==> src/rtl/line_raster_pkg.sv <==
// Shared types and helpers for the line rasteriser.
package line_raster_pkg;

    typedef enum logic [1:0] {
        IDLE,
        SETUP,
        DRAW,
        DONE
    } state_e;

    // Signed error-term width: enough to hold 2*max(dx,dy) and -2*max(dx,dy).
    function automatic int unsigned calc_err_width(input int unsigned x_w, input int unsigned y_w);
        return ((x_w > y_w) ? x_w : y_w) + 2;
    endfunction

endpackage

==> src/rtl/line_step.sv <==
// Combinational Bresenham step: current point and error term to the next point.
module line_step
    import line_raster_pkg::*;
#(
    parameter int unsigned X_W = 10,
    parameter int unsigned Y_W = 9,
    parameter int unsigned E_W = calc_err_width(X_W, Y_W)
) (
    input  logic [X_W-1:0]        cur_x,
    input  logic [Y_W-1:0]        cur_y,
    input  logic [X_W-1:0]        end_x,
    input  logic [Y_W-1:0]        end_y,
    input  logic signed [E_W-1:0] err,
    input  logic signed [E_W-1:0] dx,
    input  logic signed [E_W-1:0] dy,
    input  logic                  sx_neg,
    input  logic                  sy_neg,
    output logic [X_W-1:0]        next_x,
    output logic [Y_W-1:0]        next_y,
    output logic signed [E_W-1:0] next_err,
    output logic                  last
);

    localparam logic [X_W-1:0] X_ONE = X_W'(1);
    localparam logic [Y_W-1:0] Y_ONE = Y_W'(1);

    logic signed [E_W-1:0] e2;

    // Both axis decisions use the error term from before this step.
    always_comb begin
        last     = (cur_x == end_x) && (cur_y == end_y);
        e2       = err <<< 1;
        next_x   = cur_x;
        next_y   = cur_y;
        next_err = err;
        if (!last) begin
            if (e2 > -dy) begin
                next_err = next_err - dy;
                next_x   = sx_neg ? (cur_x - X_ONE) : (cur_x + X_ONE);
            end
            if (e2 < dx) begin
                next_err = next_err + dx;
                next_y   = sy_neg ? (cur_y - Y_ONE) : (cur_y + Y_ONE);
            end
        end
    end

endmodule

==> src/rtl/line_raster_engine.sv <==
// All-octant Bresenham line rasteriser with a start/ready command port and a
// valid/ready pixel stream; optional clipping to the visible screen.
module line_raster_engine
    import line_raster_pkg::*;
#(
    parameter int unsigned X_W     = 10,
    parameter int unsigned Y_W     = 9,
    parameter int unsigned COLOR_W = 1,
    parameter bit          CLIP_EN = 1'b1,
    parameter int unsigned H_RES   = 640,
    parameter int unsigned V_RES   = 480
) (
    input  logic               clk,
    input  logic               reset,
    input  logic               start,
    input  logic [X_W-1:0]     x0,
    input  logic [Y_W-1:0]     y0,
    input  logic [X_W-1:0]     x1,
    input  logic [Y_W-1:0]     y1,
    input  logic [COLOR_W-1:0] color,
    output logic               ready,
    output logic               pixel_valid,
    input  logic               pixel_ready,
    output logic [X_W-1:0]     pixel_x,
    output logic [Y_W-1:0]     pixel_y,
    output logic [COLOR_W-1:0] pixel_color,
    output logic               done
);

    localparam int unsigned E_W = calc_err_width(X_W, Y_W);

    state_e                state;
    logic [X_W-1:0]        end_x;
    logic [Y_W-1:0]        end_y;
    logic signed [E_W-1:0] err;
    logic signed [E_W-1:0] dx;
    logic signed [E_W-1:0] dy;
    logic                  sx_neg;
    logic                  sy_neg;

    logic [X_W-1:0]        next_x;
    logic [Y_W-1:0]        next_y;
    logic signed [E_W-1:0] next_err;
    logic                  last;

    logic [X_W-1:0]        abs_dx;
    logic [Y_W-1:0]        abs_dy;
    logic signed [E_W-1:0] dx_init;
    logic signed [E_W-1:0] dy_init;
    logic                  step;

    function automatic logic on_screen(input logic [X_W-1:0] px, input logic [Y_W-1:0] py);
        if (!CLIP_EN) begin
            return 1'b1;
        end
        return (32'(px) < H_RES) && (32'(py) < V_RES);
    endfunction

    // Line setup terms; pixel_x/pixel_y already hold the start point during SETUP.
    always_comb begin
        abs_dx  = (end_x >= pixel_x) ? (end_x - pixel_x) : (pixel_x - end_x);
        abs_dy  = (end_y >= pixel_y) ? (end_y - pixel_y) : (pixel_y - end_y);
        dx_init = E_W'(abs_dx);
        dy_init = E_W'(abs_dy);
        // A clipped pixel has pixel_valid low and advances without a handshake.
        step    = pixel_valid ? pixel_ready : 1'b1;
    end

    line_step #(
        .X_W (X_W),
        .Y_W (Y_W),
        .E_W (E_W)
    ) u_line_step (
        .cur_x    (pixel_x),
        .cur_y    (pixel_y),
        .end_x    (end_x),
        .end_y    (end_y),
        .err      (err),
        .dx       (dx),
        .dy       (dy),
        .sx_neg   (sx_neg),
        .sy_neg   (sy_neg),
        .next_x   (next_x),
        .next_y   (next_y),
        .next_err (next_err),
        .last     (last)
    );

    // Control FSM and all datapath/output registers.
    always_ff @(posedge clk) begin
        if (reset) begin
            state       <= IDLE;
            ready       <= 1'b1;
            pixel_valid <= 1'b0;
            done        <= 1'b0;
            pixel_x     <= '0;
            pixel_y     <= '0;
            pixel_color <= '0;
            end_x       <= '0;
            end_y       <= '0;
            err         <= '0;
            dx          <= '0;
            dy          <= '0;
            sx_neg      <= 1'b0;
            sy_neg      <= 1'b0;
        end else begin
            unique case (state)
                IDLE: begin
                    if (start && ready) begin
                        pixel_x     <= x0;
                        pixel_y     <= y0;
                        end_x       <= x1;
                        end_y       <= y1;
                        pixel_color <= color;
                        ready       <= 1'b0;
                        state       <= SETUP;
                    end
                end
                SETUP: begin
                    dx          <= dx_init;
                    dy          <= dy_init;
                    err         <= dx_init - dy_init;
                    sx_neg      <= (end_x < pixel_x);
                    sy_neg      <= (end_y < pixel_y);
                    pixel_valid <= on_screen(pixel_x, pixel_y);
                    state       <= DRAW;
                end
                DRAW: begin
                    if (step) begin
                        if (last) begin
                            pixel_valid <= 1'b0;
                            done        <= 1'b1;
                            state       <= DONE;
                        end else begin
                            pixel_x     <= next_x;
                            pixel_y     <= next_y;
                            err         <= next_err;
                            pixel_valid <= on_screen(next_x, next_y);
                        end
                    end
                end
                DONE: begin
                    done  <= 1'b0;
                    ready <= 1'b1;
                    state <= IDLE;
                end
                default: begin
                    state <= IDLE;
                end
            endcase
        end
    end

endmodule

==> config.mk <==
export PLATFORM = sky130hd
export DESIGN_NAME = line_raster_engine
export DESIGN_NICKNAME = d
export VERILOG_FILES = /design/src/rtl/line_raster_pkg.sv /design/src/rtl/line_step.sv /design/src/rtl/line_raster_engine.sv
export SDC_FILE = /design/constraint.sdc
export NUM_CORES = 1
export LEC_CHECK = 0
export CORE_UTILIZATION = 55
export DETAILED_ROUTE_END_ITERATION = 16
export PLACE_DENSITY = 0.8
export SKIP_LAST_GASP = 1
export SLEW_MARGIN = 20
export SYNTH_ARGS = -nofsm -noshare
export SYNTH_HDL_FRONTEND = slang
export SYNTH_SLANG_ARGS = --single-unit
==> constraint.sdc <==
create_clock -name clk -period 9.6 [get_ports clk]
set_input_delay 1.44 -clock clk [delete_from_list [all_inputs] [get_ports clk]]
set_output_delay 1.44 -clock clk [all_outputs]
set_load 0.02 [all_outputs]
# ---- Yosys cells after proc, flatten, opt, wreduce, memory -nomap -nowiden
# Cells that the tools add are included.
dict set report classes {
  eq_ne 9
  n_addsub 12
  n_reduce_logical 16
  n_lt_le_gt_ge 10
  mux 35
}
# operator count
set op_table {}
lappend op_table {{two-way mux 10 bit} 7}
lappend op_table {{two-way mux 9 bit} 7}
lappend op_table {{two-way mux 12 bit} 5}
lappend op_table {{case mux 12 bit (2 select lines)} 1}
lappend op_table {{< comparator 10 bit (second input constant)} 2}
lappend op_table {{case mux 10 bit (2 select lines)} 1}
lappend op_table {{subtractor 10 bit} 2}
lappend op_table {{< comparator 9 bit (second input constant)} 2}
lappend op_table {{case mux 9 bit (2 select lines)} 1}
lappend op_table {{subtractor 9 bit} 2}
lappend op_table {{adder 12 x 11 -> 12 bit} 1}
lappend op_table {{> comparator 12 bit} 1}
lappend op_table {{< comparator 12 x 11 -> 1 bit} 1}
lappend op_table {{negator 9 -> 12 bit} 1}
lappend op_table {{subtractor 12 x 10 -> 12 bit} 1}
lappend op_table {{subtractor 10 x 9 -> 11 bit} 1}
lappend op_table {{adder 10 x 1 -> 10 bit (second input constant)} 1}
lappend op_table {{== test 10 bit} 1}
lappend op_table {{>= comparator 10 bit} 1}
lappend op_table {{< comparator 10 bit} 1}
lappend op_table {{subtractor 10 x 1 -> 10 bit (second input constant)} 1}
lappend op_table {{adder 9 x 1 -> 9 bit (second input constant)} 1}
lappend op_table {{== test 9 bit} 1}
lappend op_table {{>= comparator 9 bit} 1}
lappend op_table {{15 further kinds} 38}
dict set report totals {
  output_inout_bits 23
  input_bits 43
  reg_bits 77
  elab_cells 96
}

# ---- Depth between registers and ports, before layout
dict set report depth {
  depth_word 9
  mapped_depth 22
  ltp_nobuf 21
}

# ---- Cells and area by module
# From an unflattened synthesis, not the netlist that was laid out.
dict set report unflattened {
  cells_unflattened 1092
  hier_area_um2 8405.6
}
# mod cells_per_inst seq_area_each_um2 n_inst area_each_um2
set by_module_without_submodules {}
lappend by_module_without_submodules {line_raster_engine 643 1541.5 1 5242.5}
lappend by_module_without_submodules {line_step 449 0.0 1 3163.0}

# ---- Worst setup path after synthesis
# OpenSTA, ideal clock, no wires.
dict set report synth_timing {
  path_type {reg-to-reg}
  from {reg dy[5]}
  to {reg err[10]}
  synth_period_minus_slack_ps 4631
  t_required_ps 9472
  arrival_time_ps 4504
  path_stages_with_launch 21
  path_slack_ps 4969
  n_path_buf 1
  setup_time_ps 128
  cell_sequence {dfxtp_1 > nor4_1 > nand4_1 > xnor2_1 > ha_1 > and4_1 > nand3_1 > o211ai_1 > mux2i_1 > nor2b_2 > buf_4 > mux2_2 > fa_1 > a21o_1 > a211oi_1 > nor2_1 > o41ai_1 > o21ai_0 > mux2i_1 > xor2_1 > o2bb2ai_1}
}
dict set report synth_between {
  elab_chain_cells 9
  word_cells_on_any_way 10
  classes_between {add/sub (3); order compare (1); mux (6)}
}
# item line
set synth_lines {}
lappend synth_lines {{start: declaration} line_raster_engine.sv:37} ;# logic signed [E_W-1:0] dy;
lappend synth_lines {{start signal: assignment} line_raster_engine.sv:121} ;# dy <= dy_init;
lappend synth_lines {{negator 9 -> 12 bit} line_step.sv:37} ;# if (e2 > -dy) begin
lappend synth_lines {{> comparator 12 bit} line_step.sv:37}
lappend synth_lines {{two-way mux 12 bit *} line_step.sv:37}
lappend synth_lines {{two-way mux 12 bit *} line_step.sv:36} ;# if (!last) begin
lappend synth_lines {{adder 12 x 11 -> 12 bit} line_step.sv:42} ;# next_err = next_err + dx;
lappend synth_lines {{two-way mux 12 bit *} line_step.sv:41} ;# if (e2 < dx) begin
lappend synth_lines {{two-way mux 12 bit *} line_raster_engine.sv:130} ;# if (last) begin
lappend synth_lines {{two-way mux 12 bit *} line_raster_engine.sv:129} ;# if (step) begin
lappend synth_lines {{case mux 12 bit (2 select lines) *} line_raster_engine.sv:107} ;# unique case (state)
lappend synth_lines {{end signal: assignment} line_raster_engine.sv:122} ;# err <= dx_init - dy_init;
lappend synth_lines {{end signal: assignment} line_raster_engine.sv:137} ;# err <= next_err;
lappend synth_lines {{end: declaration} line_raster_engine.sv:35} ;# logic signed [E_W-1:0] err;
# Every way passes the cells marked *; elsewhere a longest branch is shown, timed or not. The select of a mux whose other input is x is not followed.
# A chain may end at the register's enable or synchronous reset.

# ---- Worst setup path after layout
dict set report layout_timing {
  from {reg dy[2]}
  to {reg err[10]}
}
# The elaborated chain is that of the path after synthesis.

==> flow_summary_export.csv <==
group,metric,value,unit
status,status,"complete, no violations",
yosys,yosysTopAreaCell,"sky130_fd_sc_hd__dfxtp_1",
cts,clock_sinks,76,
cells_and_area,layout-area-overhead-vs-synth,14.4,%
yosys,sequential_to_total_area_share_from_yosys_stat,0.200,
placed_design,buffer_ports.inserted,65,
cells_and_area,fillerInstances,1169,
sta,worst_clock_skew,0.00657,ns
cts,clock-root-buffer,"sky130_fd_sc_hd__clkbuf_16",
yosys,synth_compound_gate_area_share,0.227,
route,route.detailed.drc,0,
yosys,yosys_register_bits,76,
yosys,synth-main-ff-cell,"sky130_fd_sc_hd__dfxtp_1",
sta,min_period,5.50,ns
cts,clock_transition_time_at_the_flip_flop_clock_pins_of_the_worst_setup_and_hold_paths,0.06,ns
die,start_util,0.569,
yosys,synth-xor-area-share,0.0669,
sta,timing.hold.ws,0.461,ns
die,design.portCount,66,
setup_path,crit_path_cell_trace,"nor4_1, nand2_1, nor4_1, ha_1, and4_1, a21oi_1, o211ai_1, mux2i_1, nor2b_2, mux2_2, fa_1, a21o_1, a211oi_1, nor2_1, o41ai_1, o21ai_0, mux2i_1, xor2_1, o2bb2ai_1",
global_route,first_pass_grt_wire_length,32.5,mm
cts,cts_max_level,3,
global_route,grt_remaining_overflow,0,
yosys,synth_edf_count,0,
setup_path,critical_path.max_stage_delay,0.55,ns
cts,postCtsHoldBufs,0,
cts,worstSkewPairLatency,0.35,ns
setup_path,timing.setup.critical_path_class,"reg2reg",
die,die_height,119,um
route,drt-vias-per-instance,5.95,
route,finalWirelength,19.5,mm
route,detail-route-antenna-nets,0,
die,std_cell_rows,42,
sta,final_max_slew_viol_count,0,
route,route.vias.total,7147,
sta,timing.setup.tns,0,ns
global_route,grt_pass1_vias,6606,
setup_path,worstSetupEndpointType,"flop",
job,max_cap_violations,0,
die,dieWidth,119,um
setup_path,critical_path.max_fanout,12,
cells_and_area,final_net_count,1175,
yosys,synth-adder-area-share,0.194,
route,first_iter_violations,564,
hold_path,hold_class,"reg2reg",
yosys,synth.distinct_cells,76,
global_route,maximum_number_of_pins_on_one_net_before_global_route_repair,88,
yosys,synthSimpleGateAreaFrac,0.209,
global_route,grt_antenna_before_repair,0,
yosys,synth.top_cells.by_area,"sky130_fd_sc_hd__dfxtp_1 20%, sky130_fd_sc_hd__ha_1 17%, sky130_fd_sc_hd__a21oi_1 5.0%",
setup_path,timing.critical_path.required,9.80,ns
route,dr.pass1.iters,8,
cells_and_area,final_area,8680,sq um
sta,slew_headroom,0.273,
yosys,synth_cells,976,
setup_path,timing.critical_path.slowest_stage_cell,"sky130_fd_sc_hd__nor2b_2",
cells_and_area,antenna_cells_inserted,0,
setup_path,crit_arrival,5.70,ns
yosys,synthesis.area,7590,sq um
yosys,synth.most_common_cell,"sky130_fd_sc_hd__ha_1",
placed_design,postPlaceCellArea,8330,sq um
placed_design,gp_congestion,0.905,
setup_path,sort_of_element_at_the_start_of_the_critical_path,"flop",
sta,worst_slew_pin_slew,1.09,ns
die,placeableCoreArea,13300,sq um
die,fp.dieArea,14300,sq um
sta,fmax,0.182,GHz
sta,grt_setup_unrepaired,"no",
cts,max-clock-path-buffers,2,
yosys,synth-async-reset-ratio,0,
yosys,syn_nets,1131,
route,route.detailed.wl_per_inst,16.2,um
placed_design,detailed_place_hpwl,14.8,mm
global_route,globalRouteTotalUtil,0.283,
yosys,share_of_synthesized_area_spent_on_multiplexers,0.0417,
cells_and_area,finish.utilization,0.650,
yosys,ys_warnings,0,
cts,post_cts_resize_count,0,
yosys,synth_top_family_by_area,"compound AO/OA/AOI/OAI gates",
yosys,leading_cell_types_by_count_after_synthesis,"103 x sky130_fd_sc_hd__ha_1, 100 x sky130_fd_sc_hd__nor2_1, 86 x sky130_fd_sc_hd__nand2_1",
yosys,post_synth.cell_area_avg,7.78,sq um
sta,layout_worst_path_cycle_share,0.573,
cts,setup_buffers_after_cts,0,
yosys,post-synth-top-area-fraction,0.200,
cells_and_area,post_route_cells_drive_above_1_share,0.0517,
cts,numCtsBuffers,9,
sta,finalSetupViolCount,0,
cts,cts_tree,"yes",
sta,hold_viol,0,
## layout by cell type, fill, tap and decap left out, types with 14 or more instances in the layout
cell and n:
sky130_fd_sc_hd__a21o_1 14, sky130_fd_sc_hd__a21oi_1 76, sky130_fd_sc_hd__nor2b_1 17, sky130_fd_sc_hd__inv_1 81, sky130_fd_sc_hd__nor3_1 28, sky130_fd_sc_hd__xnor2_1 36, sky130_fd_sc_hd__dfxtp_1 76, sky130_fd_sc_hd__xor2_1 22
sky130_fd_sc_hd__a211oi_1 30, sky130_fd_sc_hd__nand2_1 86, sky130_fd_sc_hd__nor2_1 100, sky130_fd_sc_hd__clkdlybuf4s50_1 64, sky130_fd_sc_hd__o21ai_0 22, sky130_fd_sc_hd__nand3_1 29, sky130_fd_sc_hd__o211ai_1 14, sky130_fd_sc_hd__ha_1 103
sky130_fd_sc_hd__mux2i_1 17
## routing by layer
metal  track usage  vias up  wire (um)
met4         0.107        0        427
met5             0        -          0
met1         0.396     3307       9280
li1              -     3587          -
met2         0.443      226       8650
met3        0.0335       27       1120
## cell families (layout without fill, tap and decap cells)
kind of cell             Yosys count  count (layout)
flip-flops                        76              76
AND/OR/NAND/NOR                  333             333
adder cells (fa/ha/maj)          112             112
AO/OA/AOI/OAI                    250             250
multiplexers                      30              30
buffers and inverters            117             166
XOR/XNOR                          58              58
## cell type report
type | instances | area [sq um] | share of cell area
multi-input combinational | 783 | 5610 | 0.646
sequential | 76 | 1520 | 0.175
timing repair buffer | 69 | 676 | 0.0779
inverter | 81 | 304 | 0.0350
clock buffer | 12 | 256 | 0.0296
tap | 176 | 220 | 0.0254
clock inverter | 4 | 95.1 | 0.0110
## worst max-delay path: cells and delay by family (launching register included)
kind            cells  cell delay, ns
fa+ha+maj           2            0.74
simple gates        6            1.78
compound gates      7            1.49
mux                 3            0.83
flops               1            0.35
xor+xnor            1            0.17
## flip-flops by register name, indices dropped and copies added, names as in the netlist
register,count
dx,10
ready,1
sx_neg,1
pixel_x,10
err,11
done,1
state,2
dy,9
pixel_y,9
end_y,9
sy_neg,1
end_x,10
pixel_valid,1
pixel_color,1
## path summary, 6_finish.rpt
check | from | endpoint | slack, ns | depth (start not counted)
max | dy[2] | err[10] | 4.10 | 19
min | pixel_color | pixel_color | 0.46 | 2
max reg2reg | dy[2] | err[10] | 4.10 | 19
min reg2reg | pixel_color | pixel_color | 0.46 | 2
## through the flow
step,std cells,setup slack [ns]
4_1_cts,1201,4.16
3_3_place_gp,1185,4.43
2_1_floorplan,976,4.97
6_report,1201,4.10
3_5_place_dp,1185,4.19
5_1_grt,1201,3.63
Power is left out: the tool's default activity adds up to more than one toggle a clock period on the data nets, which glitch-free logic cannot reach.
